File: config.mk
export PLATFORM = sky130hd
export DESIGN_NAME = bram_req_adapter
export DESIGN_NICKNAME = d
export VERILOG_FILES = /design/src/rtl/bram_req_adapter.sv
export SDC_FILE = /design/constraint.sdc
export NUM_CORES = 1
export LEC_CHECK = 0
export ABC_AREA = 1
export BUFFER_PORTS_ARGS = -buffer_cell sky130_fd_sc_hd__buf_2
export CAP_MARGIN = 20
export CORE_ASPECT_RATIO = 0.75
export CORE_UTILIZATION = 50
export DETAILED_ROUTE_END_ITERATION = 8
export MAX_ROUTING_LAYER = met4
export PLACE_DENSITY_LB_ADDON = 0.05
export SYNTH_ARGS = -nofsm -noshare
export SYNTH_HDL_FRONTEND = slang
export SYNTH_SLANG_ARGS = --single-unit
File: constraint.sdc
create_clock -name clk -period 5.2 [get_ports clk]
set_clock_uncertainty 0.2 [all_clocks]
set_input_delay 0.26 -clock clk [delete_from_list [all_inputs] [get_ports clk]]
set_output_delay 0.26 -clock clk [all_outputs]
set_load 0.1 [all_outputs]
File: src/rtl/bram_req_adapter.sv
// Request/response adapter in front of a single-port write-first BRAM with credit-based read flow control.
// Define BRAM_REQ_ADAPTER_PIPELINED_EN for a BRAM with an output register (read latency 2 instead of 1).
module bram_req_adapter #(
   parameter int ADDR_WIDTH = 10,
   parameter int DATA_WIDTH = 32,
   parameter int RESP_DEPTH = 4
) (
   input  logic                  clk,
   input  logic                  rst_n,
   input  logic                  req_valid,
   output logic                  req_ready,
   input  logic                  req_write,
   input  logic [ADDR_WIDTH-1:0] req_addr,
   input  logic [DATA_WIDTH-1:0] req_data,
   output logic                  resp_valid,
   input  logic                  resp_ready,
   output logic [DATA_WIDTH-1:0] resp_data,
   output logic                  bram_en,
   output logic                  bram_we,
   output logic [ADDR_WIDTH-1:0] bram_addr,
   output logic [DATA_WIDTH-1:0] bram_di,
   input  logic [DATA_WIDTH-1:0] bram_do
);

`ifdef BRAM_REQ_ADAPTER_PIPELINED_EN
   localparam int LAT = 2;
`else
   localparam int LAT = 1;
`endif
   localparam int PTR_W = $clog2(RESP_DEPTH);
   localparam int CNT_W = PTR_W + 1;

   logic                  fire;
   logic                  rd_fire;
   logic                  push;
   logic                  pop;
   logic [LAT-1:0]        vld_pipe;
   logic [CNT_W-1:0]      inflight;
   logic [CNT_W:0]        credits_used;
   logic [CNT_W-1:0]      fifo_count;
   logic [PTR_W-1:0]      wr_ptr;
   logic [PTR_W-1:0]      rd_ptr;
   logic [DATA_WIDTH-1:0] mem [RESP_DEPTH];

   assign fire      = req_valid & req_ready;
   assign rd_fire   = fire & ~req_write;
   assign bram_en   = fire;
   assign bram_we   = fire & req_write;
   assign bram_addr = req_addr;
   assign bram_di   = req_data;

   always_comb begin
      inflight = '0;
      for (int i = 0; i < LAT; i++) inflight = inflight + CNT_W'(vld_pipe[i]);
   end

   // Every read holds a FIFO slot from issue until pop, so the FIFO can never overflow.
   // Only registered state feeds this: a same-cycle pop frees its slot one cycle later.
   assign credits_used = {1'b0, fifo_count} + {1'b0, inflight};
   assign req_ready    = credits_used < (CNT_W+1)'(RESP_DEPTH);

   assign push       = vld_pipe[LAT-1];
   assign resp_valid = (fifo_count != '0);
   assign pop        = resp_valid & resp_ready;
   assign resp_data  = mem[rd_ptr];

   always_ff @(posedge clk or negedge rst_n) begin
      if (!rst_n) begin
         vld_pipe <= '0;
      end else begin
         vld_pipe[0] <= rd_fire;
         for (int i = 1; i < LAT; i++) vld_pipe[i] <= vld_pipe[i-1];
      end
   end

   always_ff @(posedge clk or negedge rst_n) begin
      if (!rst_n) begin
         fifo_count <= '0;
         wr_ptr     <= '0;
         rd_ptr     <= '0;
      end else begin
         if (push) wr_ptr <= wr_ptr + 1'b1;
         if (pop)  rd_ptr <= rd_ptr + 1'b1;
         case ({push, pop})
            2'b10:   fifo_count <= fifo_count + 1'b1;
            2'b01:   fifo_count <= fifo_count - 1'b1;
            default: fifo_count <= fifo_count;
         endcase
      end
   end

   // Response storage is deliberately left out of reset.
   always_ff @(posedge clk) begin
      if (push) mem[wr_ptr] <= bram_do;
   end

`ifndef SYNTHESIS
   always_ff @(posedge clk) begin
      if (rst_n) assert (!(push && !pop && fifo_count == CNT_W'(RESP_DEPTH)));
   end
`endif

endmodule

# Yosys cells after proc, flatten, opt, wreduce, memory -nomap -nowiden
# Memories as Yosys holds them, arrays and structs flattened.
# Cells that the tools add are included.
dict set report word_totals {
  out_inout_bits 78
  mem_bits_rw 128
  mem_count 1
  in_bits 79
  reg_bits 8
}
dict set report classes {
  n_mux 3
  eq_ne 2
  reduce_logical 2
  add_sub_neg 5
  bitwise 5
  magnitude_cmp 1
}
# memory depth width read_ports rd_clocked_by_memory_dff write_ports line_no
set mem_list {}
lappend mem_list {mem 4 32 1 0 1 43} ;# logic [DATA_WIDTH-1:0] mem [RESP_DEPTH];
# operator count
set ops {}
lappend ops {{$pmux W3 S2} 1}
lappend ops {{$add A2 B1 Y2 const B} 2}
lappend ops {{$add A3 B1 Y4} 1}
lappend ops {{$and A1 B1 Y1} 4}
lappend ops {{$lt A4 B3 Y1 const B} 1}
lappend ops {{$add A3 B1 Y3 const B} 1}
lappend ops {{$reduce_bool A3 Y1} 1}
lappend ops {{$sub A3 B1 Y3 const B} 1}
lappend ops {{$eq A2 B1 Y1 const B} 1}
lappend ops {{$eq A2 B2 Y1 const B} 1}
lappend ops {{$mux W1} 2}
lappend ops {{$reduce_bool A2 Y1} 1}
lappend ops {{$not A1 Y1} 1}

# Longest topological paths before layout
# Gate-level depths: netlist of run 1.
dict set report logic_depth {
  ltp_word 4
  depth_mapped 12
}

# Worst setup path after synthesis of run 1
# Ideal clock, no wire load.
dict set report synth_timing {
  kind {register to register}
  from {reg fifo_count[0]}
  to {reg fifo_count[1]}
  required_time_ns 4.917
  slack_ns 2.481
  synth_period_minus_slack_ns 2.719
  path_stages_with_launch 9
  n_path_buf 0
  arrival_time_ns 2.436
  setup_ns 0.083
  cell_sequence {dfrtp_1 inv_1 nand3_1 nand2_1 inv_1 ha_1 inv_1 fa_1 o21ai_0}
}
dict set report synth_between {
  elab_chain_cells 4
  elab_cells_between_ends 8
}
# item line_no
set synth_lines {}
lappend synth_lines {{start, declared} 40} ;# logic [CNT_W-1:0] fifo_count;
lappend synth_lines {{start signal, assigned} 85} ;# 2'b10: fifo_count <= fifo_count + 1'b1;
lappend synth_lines {{start signal, assigned} 86} ;# 2'b01: fifo_count <= fifo_count - 1'b1;
lappend synth_lines {{start signal, assigned} 87} ;# default: fifo_count <= fifo_count;
lappend synth_lines {{$reduce_bool A3 Y1 *} 63} ;# assign resp_valid = (fifo_count != '0);
lappend synth_lines {{net resp_valid} 15} ;# output logic resp_valid,
lappend synth_lines {{$and A1 B1 Y1 *} 64} ;# assign pop = resp_valid & resp_ready;
lappend synth_lines {{net pop} 36} ;# logic pop;
lappend synth_lines {{$eq A2 B1 Y1 or $eq A2 B2 Y1 (tied branches)} 84} ;# case ({push, pop})
lappend synth_lines {{$pmux W3 S2 or $reduce_bool A2 Y1 (tied branches)} -}
# The timed path passes the listed nets; every way through them passes the cells marked *.
# A chain may end at the register's enable or synchronous reset.

# Final worst setup path of run 1
dict set report layout_timing {
  from {reg rd_ptr[0]}
  to {out resp_data[5]}
}
dict set report layout_between {
  elab_chain_cells 1
}
# item line_no
set layout_lines {}
lappend layout_lines {{start, declared} 42} ;# logic [PTR_W-1:0] rd_ptr;
lappend layout_lines {{start signal, assigned} 83} ;# if (pop) rd_ptr <= rd_ptr + 1'b1;
lappend layout_lines {{$mem_v2 Z4 W32} -}
lappend layout_lines {{end, declared} 17} ;# output logic [DATA_WIDTH-1:0] resp_data,
# Every way passes these cells.

==> qor.txt, run 1 <==
r2r endpoint -> rd_ptr[1]$_DFFE_PN0P_
port buffer count -> 72
Pre-antenna DRT Iters -> 4
later-pin clock latency in the skew report -> 410 ps
number of buffers created by CTS -> 17
first-pass GRT wire length -> 16,500 um
measured slew at the worst slew-check pin -> 897 ps
hpwl dp -> 5850 um
post-synthesis simple-gate area fraction -> 7.95%
CTS root buffer -> clkbuf_16
vias in the first global route -> 3,220
Mapped Area -> 5930 um^2
Worst EP required -> 4740 ps
mean post-synth cell area -> 12.3 um^2
largest net degree at the start of global routing -> 73
Synth Area in Compound Gates -> 8.27%
initial core utilization -> 51.3%
die footprint -> 12,300 um^2
Critical R2R Launch -> rd_ptr[1]$_DFFE_PN0P_
largest family of logic cells by synthesized area -> buffers and inverters
Ys Warns -> 0
drc violations -> 0
critical path launch point type -> flop
CTS tree -> done
DRT iter0 DRCs -> 214
WP data arrival -> 2870 ps
Relative slew margins -> 40.2%
worst min-delay path class -> input port to asynchronous set/reset pin
Period minus WS final -> 3330 ps
syn_nets -> 566
CTS H-tree lvls -> 4
gpl congestion -> 0.798
Register-to-Register Path Depth -> 5
# nets final -> 636
CTS max path bufs -> 2
RSZ-0062 raised after global routing -> false
antenna viol nets, final -> 0
WL final -> 10,700 um
Clock transition at path regs -> 60 ps
status -> finished clean
CP max FO -> 72
Max Freq -> 0.301 GHz
initial antenna violation count -> 0
Die Width -> 128 um
Die Ht -> 96.3 um
core outline area -> 11,600 um^2
number of setup violations in the final report -> 0
DR WL/cell -> 14.7 um
Layout Area Growth over Synthesis -> 16.3%
type of the worst setup path -> flop to primary output
detailed-route via count -> 3,463
CTS sink count -> 136
multiplexer share of the synthesized area -> 0%
row count -> 34
pins over their slew limit -> 0
max_cap viols -> 0
Total Routing Usage GR -> 19.3%
Post-Syn Instances -> 481
DR vias/cell -> 4.78
Seq/Total Area, Yosys -> 68.2%
Ports -> 157
setup tns final -> 0 ps
layout cells sized above 1 -> 18.9%
period utilization -> 64.0%
adder-cell share of the synthesized area -> 1.39%
#FFs+latches synth -> 136
postcts setup bufs -> 0
Yosys cell types -> 18
reg2reg setup slack -> 3190 ps
GRT overflow -> 0
XOR/XNOR share of the synthesized area -> 0.295%
final hold vios -> 0
CP Capture Type -> primary output
[logic make-up (layout without fill, tap and decap cells)]
| logic type | count (synthesis) | after routing |
|---|---|---|
| buffers and inverters | 148 | 229 |
| flip-flops | 136 | 136 |
| AND/OR/NAND/NOR | 123 | 123 |
| AO/OA/AOI/OAI | 66 | 66 |
| adder cells (fa/ha/maj) | 6 | 6 |
| XOR/XNOR | 2 | 2 |
| other | 0 | 1 |
[area by class of cell]
cell class / instances / area [um^2]
Inverter: 84 / 317
Clock buffer: 19 / 433
Antenna cell: 1 / 2.50
Sequential cell: 136 / 4040
Timing Repair Buffer: 115 / 773
Tap cell: 162 / 203
Fill cell: 956 / 4680
Multi-Input combinational cell: 197 / 1060
Clock inverter: 11 / 61.3
[cells in the mapped netlist]
| master | count | area (um^2) |
|---|---|---|
| edfxtp_1 | 128 | 3840 |
| nand2_1 | 114 | 428 |
| inv_1 | 83 | 312 |
| o211ai_1 | 64 | 480 |
| buf_4 | 46 | 345 |
| buf_6 | 12 | 135 |
| dfrtp_1 | 8 | 200 |
| nand3_1 | 6 | 30.0 |
| buf_2 | 5 | 25.0 |
| ha_1 | 5 | 62.6 |
| nor2_1 | 2 | 7.51 |
| o21ai_0 | 2 | 10.0 |
| clkbuf_1 | 1 | 3.75 |
| fa_1 | 1 | 20.0 |
| inv_2 | 1 | 3.75 |
| nand4_1 | 1 | 6.26 |
| xnor2_1 | 1 | 8.76 |
| xor2_1 | 1 | 8.76 |
[sequential cells by signal, summed over array words and instances (netlist names)]
signal / flops
rd_ptr: 2
push: 1
wr_ptr: 2
fifo_count: 3
mem: 128
[worst max-delay path, cell delays in order, from the launching register on]
cell and delay [ps]:
dfrtp_1 380, clkinv_2 680, buf_4 600, nand2_1 110, o211ai_1 90, nand2_1 110, buf_2 430
[how the worst max path moves through the flow]
| stage | start | end |
|---|---|---|
| after floorplan | fifo_count[0]$_DFFE_PN0P_ | fifo_count[1]$_DFFE_PN0P_ |
| after global placement | rd_ptr[0]$_DFFE_PN0P_ | resp_data[7] |
| after detailed placement | rd_ptr[0]$_DFFE_PN0P_ | resp_data[5] |
| after CTS | rd_ptr[0]$_DFFE_PN0P_ | resp_data[5] |
| after global routing | rd_ptr[0]$_DFFE_PN0P_ | resp_data[1] |
| final | rd_ptr[0]$_DFFE_PN0P_ | resp_data[5] |
[cell usage in the layout, fill, tap and decap left out]
cell | Yosys | layout
nand4_1 | 1 | 1
edfxtp_1 | 128 | 128
clkinvlp_4 | 0 | 2
inv_1 | 83 | 79
o211ai_1 | 64 | 64
fa_1 | 1 | 1
o21ai_0 | 2 | 2
xnor2_1 | 1 | 1
clkinv_2 | 0 | 7
dlygate4sd3_1 | 0 | 36
nand2_1 | 114 | 114
nand3_1 | 6 | 6
buf_4 | 46 | 7
clkbuf_16 | 0 | 17
nor2_1 | 2 | 2
buf_2 | 5 | 72
diode_2 | 0 | 1
clkinv_1 | 0 | 6
xor2_1 | 1 | 1
dfrtp_1 | 8 | 8
clkbuf_1 | 1 | 2
clkinv_4 | 0 | 1
ha_1 | 5 | 5
[metal layers]
layer / GRT usage, % / wire [um]
met5: - / 0
met4: 10.6 / 263
met3: 5.28 / 434
met2: 29.8 / 4990
met1: 23.4 / 4970
[stage by stage]
stage / util [%] / instances / hold WS [ps] / worst slack (ps) / area [um^2]
after floorplan: - / 481 / -236 / 2480 / 5930
after global placement: 52.2 / 658 / -77.1 / 2320 / 6040
after detailed placement: 52.2 / 658 / -77.5 / 2300 / 6040
after CTS: 59.6 / 724 / 17.2 / 1860 / 6890
after global routing: 59.6 / 724 / 61.4 / 1600 / 6890
final: 59.6 / 725 / 23.8 / 1870 / 6900
[timing repair]
item                       CTS  global route
resized for setup            0             0
hold endpoints to repair   138             0
hold buffers                36             0
setup endpoints to repair    0             0
Power of run 1 is left out: the tool's default activity adds up to more than one toggle a clock period on the data nets, which glitch-free logic cannot reach.
==> run 2: changes to the inputs <==
--- a/config.mk
+++ b/config.mk
@@ -9,7 +9,7 @@
 export BUFFER_PORTS_ARGS = -buffer_cell sky130_fd_sc_hd__buf_2
 export CAP_MARGIN = 20
 export CORE_ASPECT_RATIO = 0.75
-export CORE_UTILIZATION = 50
+export CORE_UTILIZATION = 48
 export DETAILED_ROUTE_END_ITERATION = 8
 export MAX_ROUTING_LAYER = met4
 export PLACE_DENSITY_LB_ADDON = 0.05
==> constraint.sdc (replaced) <==
create_clock -name clk -period 2.92 [get_ports clk]
set_clock_uncertainty 0.2 [all_clocks]
set_input_delay 0.146 -clock clk [delete_from_list [all_inputs] [get_ports clk]]
set_output_delay 0.146 -clock clk [all_outputs]
set_load 0.1 [all_outputs]
==> qor.txt, run 2 <==
status -> aborted with a tool error
last stage reached -> detailed routing (5_2_route)
Run Error -> [ERROR DRT-0255] Maze Route cannot find path of net req_data[13] in worker of routeBox ( 96600 0 ) ( 130350 48300 ).
Cells after DPL -> 660 (+0.30%)
Ports -> 157 (unchanged)
mean post-synth cell area -> 12.3 um^2 (unchanged)
Synth top area share -> 64.8% (unchanged)
initial core utilization -> 50.1% (-1.1 points)
Synth area leader -> edfxtp_1
Ys Warns -> 0 (unchanged)
Post-Syn Instances -> 481 (unchanged)
row count -> 34 (unchanged)
Post-Place Worst Slack -> 654 ps (-1650 ps)
async set-reset flop share out of synthesis -> 5.88% (unchanged)
top_reg_cell synth -> edfxtp_1
Total Routing Usage GR -> 19.1% (-0.23 points)
initial antenna violation count -> 0 (unchanged)
syn_nets -> 566 (unchanged)
CTS max path bufs -> 2 (unchanged)
Yosys cell types -> 18 (unchanged)
CTS sink count -> 136 (unchanged)
#FFs+latches synth -> 136 (unchanged)
Seq/Total Area, Yosys -> 68.2% (unchanged)
port buffer count -> 72 (unchanged)
synth cell count leaders -> edfxtp_1, nand2_1, inv_1
CTS H-tree lvls -> 4 (unchanged)
Mapped Area -> 5930 um^2 (unchanged)
CTS root buffer -> clkbuf_16
Hold-fix buffers, CTS -> 37 (+2.8%)
Post-synth EDFFs -> 128 (unchanged)
postcts setup bufs -> 0 (unchanged)
GRT overflow -> 0 (unchanged)
vias in the first global route -> 3,399 (+5.6%)
first-pass GRT wire length -> 17,400 um (+5.7%)
post-CTS sizing -> 0 (unchanged)
most common cell in the netlist -> edfxtp_1
Area contributors post-synth -> edfxtp_1, o211ai_1, nand2_1, buf_4, inv_1
gpl congestion -> 0.715 (-10%)
Die Ht -> 98.3 um (+2.0%)
number of buffers created by CTS -> 17 (unchanged)
largest net degree at the start of global routing -> 61 (-16%)
Die Width -> 130 um (+2.0%)
hpwl dp -> 6340 um (+8.4%)
## run 2: cell counts after synthesis
No cell type changed its count.
## run 2: per-stage QoR
stage | instance area (um^2) | util (%)
3_5_place_dp | 6100 | 51.6
5_1_grt | 7060 | 59.7
2_1_floorplan | 5930 | -
4_1_cts | 7060 | 59.7
3_3_place_gp | 6100 | 51.6
## run 2: kinds of logic after synthesis
family,Yosys count,synth area share (%)
simple gates,123,7.95
xor+xnor,2,0.295
buf+inv,148,13.9
flops,136,68.2
compound gates,66,8.27
fa+ha+maj,6,1.39
## run 2: routing by layer
layer and track usage (%):
met4 10.3, met2 27.9, met3 4.49, met5 -, met1 24.7
==> run 3: changes to the inputs <==
--- a/config.mk
+++ b/config.mk
@@ -8,11 +8,9 @@
 export ABC_AREA = 1
 export BUFFER_PORTS_ARGS = -buffer_cell sky130_fd_sc_hd__buf_2
 export CAP_MARGIN = 20
-export CORE_ASPECT_RATIO = 0.75
-export CORE_UTILIZATION = 48
+export CORE_UTILIZATION = 35
 export DETAILED_ROUTE_END_ITERATION = 8
-export MAX_ROUTING_LAYER = met4
-export PLACE_DENSITY_LB_ADDON = 0.05
+export PLACE_DENSITY_LB_ADDON = 0.15
 export SYNTH_ARGS = -nofsm -noshare
 export SYNTH_HDL_FRONTEND = slang
 export SYNTH_SLANG_ARGS = --single-unit
==> constraint.sdc (replaced) <==
create_clock -name clk -period 3.8 [get_ports clk]
set_clock_uncertainty 0.2 [all_clocks]
set_input_delay 0.19 -clock clk [delete_from_list [all_inputs] [get_ports clk]]
set_output_delay 0.19 -clock clk [all_outputs]
set_load 0.1 [all_outputs]
==> qor.txt, run 3 (synthesis results as in run 1) <==
status -> finished clean
Register-to-Register Path Depth -> 8
number of buffers created by CTS -> 17 (unchanged)
Slowest cell on crit path -> inv_4
CTS max path bufs -> 2 (unchanged)
Largest regs -> mem x128, fifo_count x3
critical path launch point type -> flop
# nets final -> 635
Crit path max-delay family -> buffers and inverters
detailed-route via count -> 3,510
drc violations -> 0
layout cells sized above 1 -> 18.8%
CP cell instances -> inv_4, buf_4, o211ai_1, nand2_1, buf_2
worst min-delay path class -> input port to primary output
reg2reg setup slack -> 1770 ps
WL final -> 11,100 um
type of the worst setup path -> flop to primary output
max_cap viols -> 0
critical path's largest stage delay -> 480 ps
Ports -> 157 (unchanged)
CTS H-tree lvls -> 4 (unchanged)
non-filler instance count after layout -> 783
first-pass GRT wire length -> 17,900 um (+2.5%)
post-CTS sizing -> 0 (unchanged)
final hold vios -> 0
period utilization -> 75.1%
Period minus WS final -> 2850 ps
RSZ-0062 raised after global routing -> false
slack of the critical path -> 945 ps
DR vias/cell -> 4.48
Clock transition at path regs -> 60 ps
Die Ht -> 132 um (+35%)
Relative slew margins -> 42.0%
number of setup violations in the final report -> 0
Post-Place Worst Slack -> 1380 ps (+730 ps)
CTS tree -> done
largest net degree at the start of global routing -> 68 (+11%)
initial core utilization -> 35.8% (-14 points)
hpwl dp -> 6360 um (+0.41%)
Worst EP required -> 3410 ps
CP max FO -> 67
core outline area -> 16,600 um^2
Max Freq -> 0.350 GHz
pins over their slew limit -> 0
CP Capture Type -> primary output
Cells after DPL -> 714 (+8.2%)
most frequent standard cell in the layout excluding fill and tap cells -> edfxtp_1
commonest cells after routing, fill and taps aside -> edfxtp_1, nand2_1, inv_1
Hold Crit Start -> req_addr[3]
gpl congestion -> 0.671 (-6.1%)
die footprint -> 17,500 um^2
CTS root buffer -> clkbuf_16
WP data arrival -> 2460 ps
port buffer count -> 72 (unchanged)
Pre-antenna DRT Iters -> 4
vias in the first global route -> 3,459 (+1.8%)
Layout Area Growth over Synthesis -> 18.2%
n_diodes -> 0
setup tns final -> 0 ps
worst path bufs/invs -> 3
r2r endpoint -> fifo_count[1]$_DFFE_PN0P_
DR WL/cell -> 14.2 um
later-pin clock latency in the skew report -> 420 ps
worst hold slack -> 180 ps
row count -> 47 (+38%)
hold path depth -> 0
most flop-heavy register -> mem
GRT overflow -> 0 (unchanged)
initial antenna violation count -> 0 (unchanged)
DRT iter0 DRCs -> 164
Die Width -> 132 um (+1.4%)
CTS sink count -> 136 (unchanged)
antenna viol nets, final -> 0
Critical R2R Launch -> fifo_count[1]$_DFFE_PN0P_
measured slew at the worst slew-check pin -> 869 ps
Total Routing Usage GR -> 13.8% (-5.3 points)
hold endpoint -> bram_addr[3]
max reg flops -> 128
## run 3: worst max-delay path by stage
stage	to	start	cells after the start	slack [ps]
5_1_grt	resp_data[29]	rd_ptr[0]$_DFFE_PN0P_	5	750
2_1_floorplan	fifo_count[1]$_DFFE_PN0P_	fifo_count[0]$_DFFE_PN0P_	8	1080
3_3_place_gp	resp_data[29]	rd_ptr[0]$_DFFE_PN0P_	5	1420
6_report	resp_data[29]	rd_ptr[0]$_DFFE_PN0P_	5	950
3_5_place_dp	resp_data[29]	rd_ptr[0]$_DFFE_PN0P_	5	1380
4_1_cts	resp_data[29]	rd_ptr[0]$_DFFE_PN0P_	5	920
## run 3: metrics by stage
stage / instance area, um^2 / util (%)
2_1_floorplan: 5930 / -
3_3_place_gp: 6100 / 36.8
3_5_place_dp: 6100 / 36.8
4_1_cts: 7010 / 42.3
5_1_grt: 7010 / 42.3
6_report: 7010 / 42.3
## run 3: per-layer routing
layer | global-route usage, % | wire, um | vias up
met5 | 0 | 0 | -
met4 | 7.28 | 230 | 0
met3 | 4.54 | 538 | 32
met2 | 21.0 | 5160 | 85
met1 | 17.4 | 5170 | 1662
li1 | - | - | 1731
## run 3: timing repair
item,in CTS,in global routing
setup buffers,0,0
hold buffers,37,0
endpoints found under the hold margin,139,0
## run 3: cell type report
type / count / area [um^2]
inverters: 84 / 318
clock inverters: 12 / 109
repair buffers: 114 / 768
flip-flops and latches: 136 / 4040
multi-input cells: 197 / 1060
clock buffers: 20 / 437
well taps: 220 / 275
fillers: 1608 / 9570
Power of run 3 is left out for the same reason.
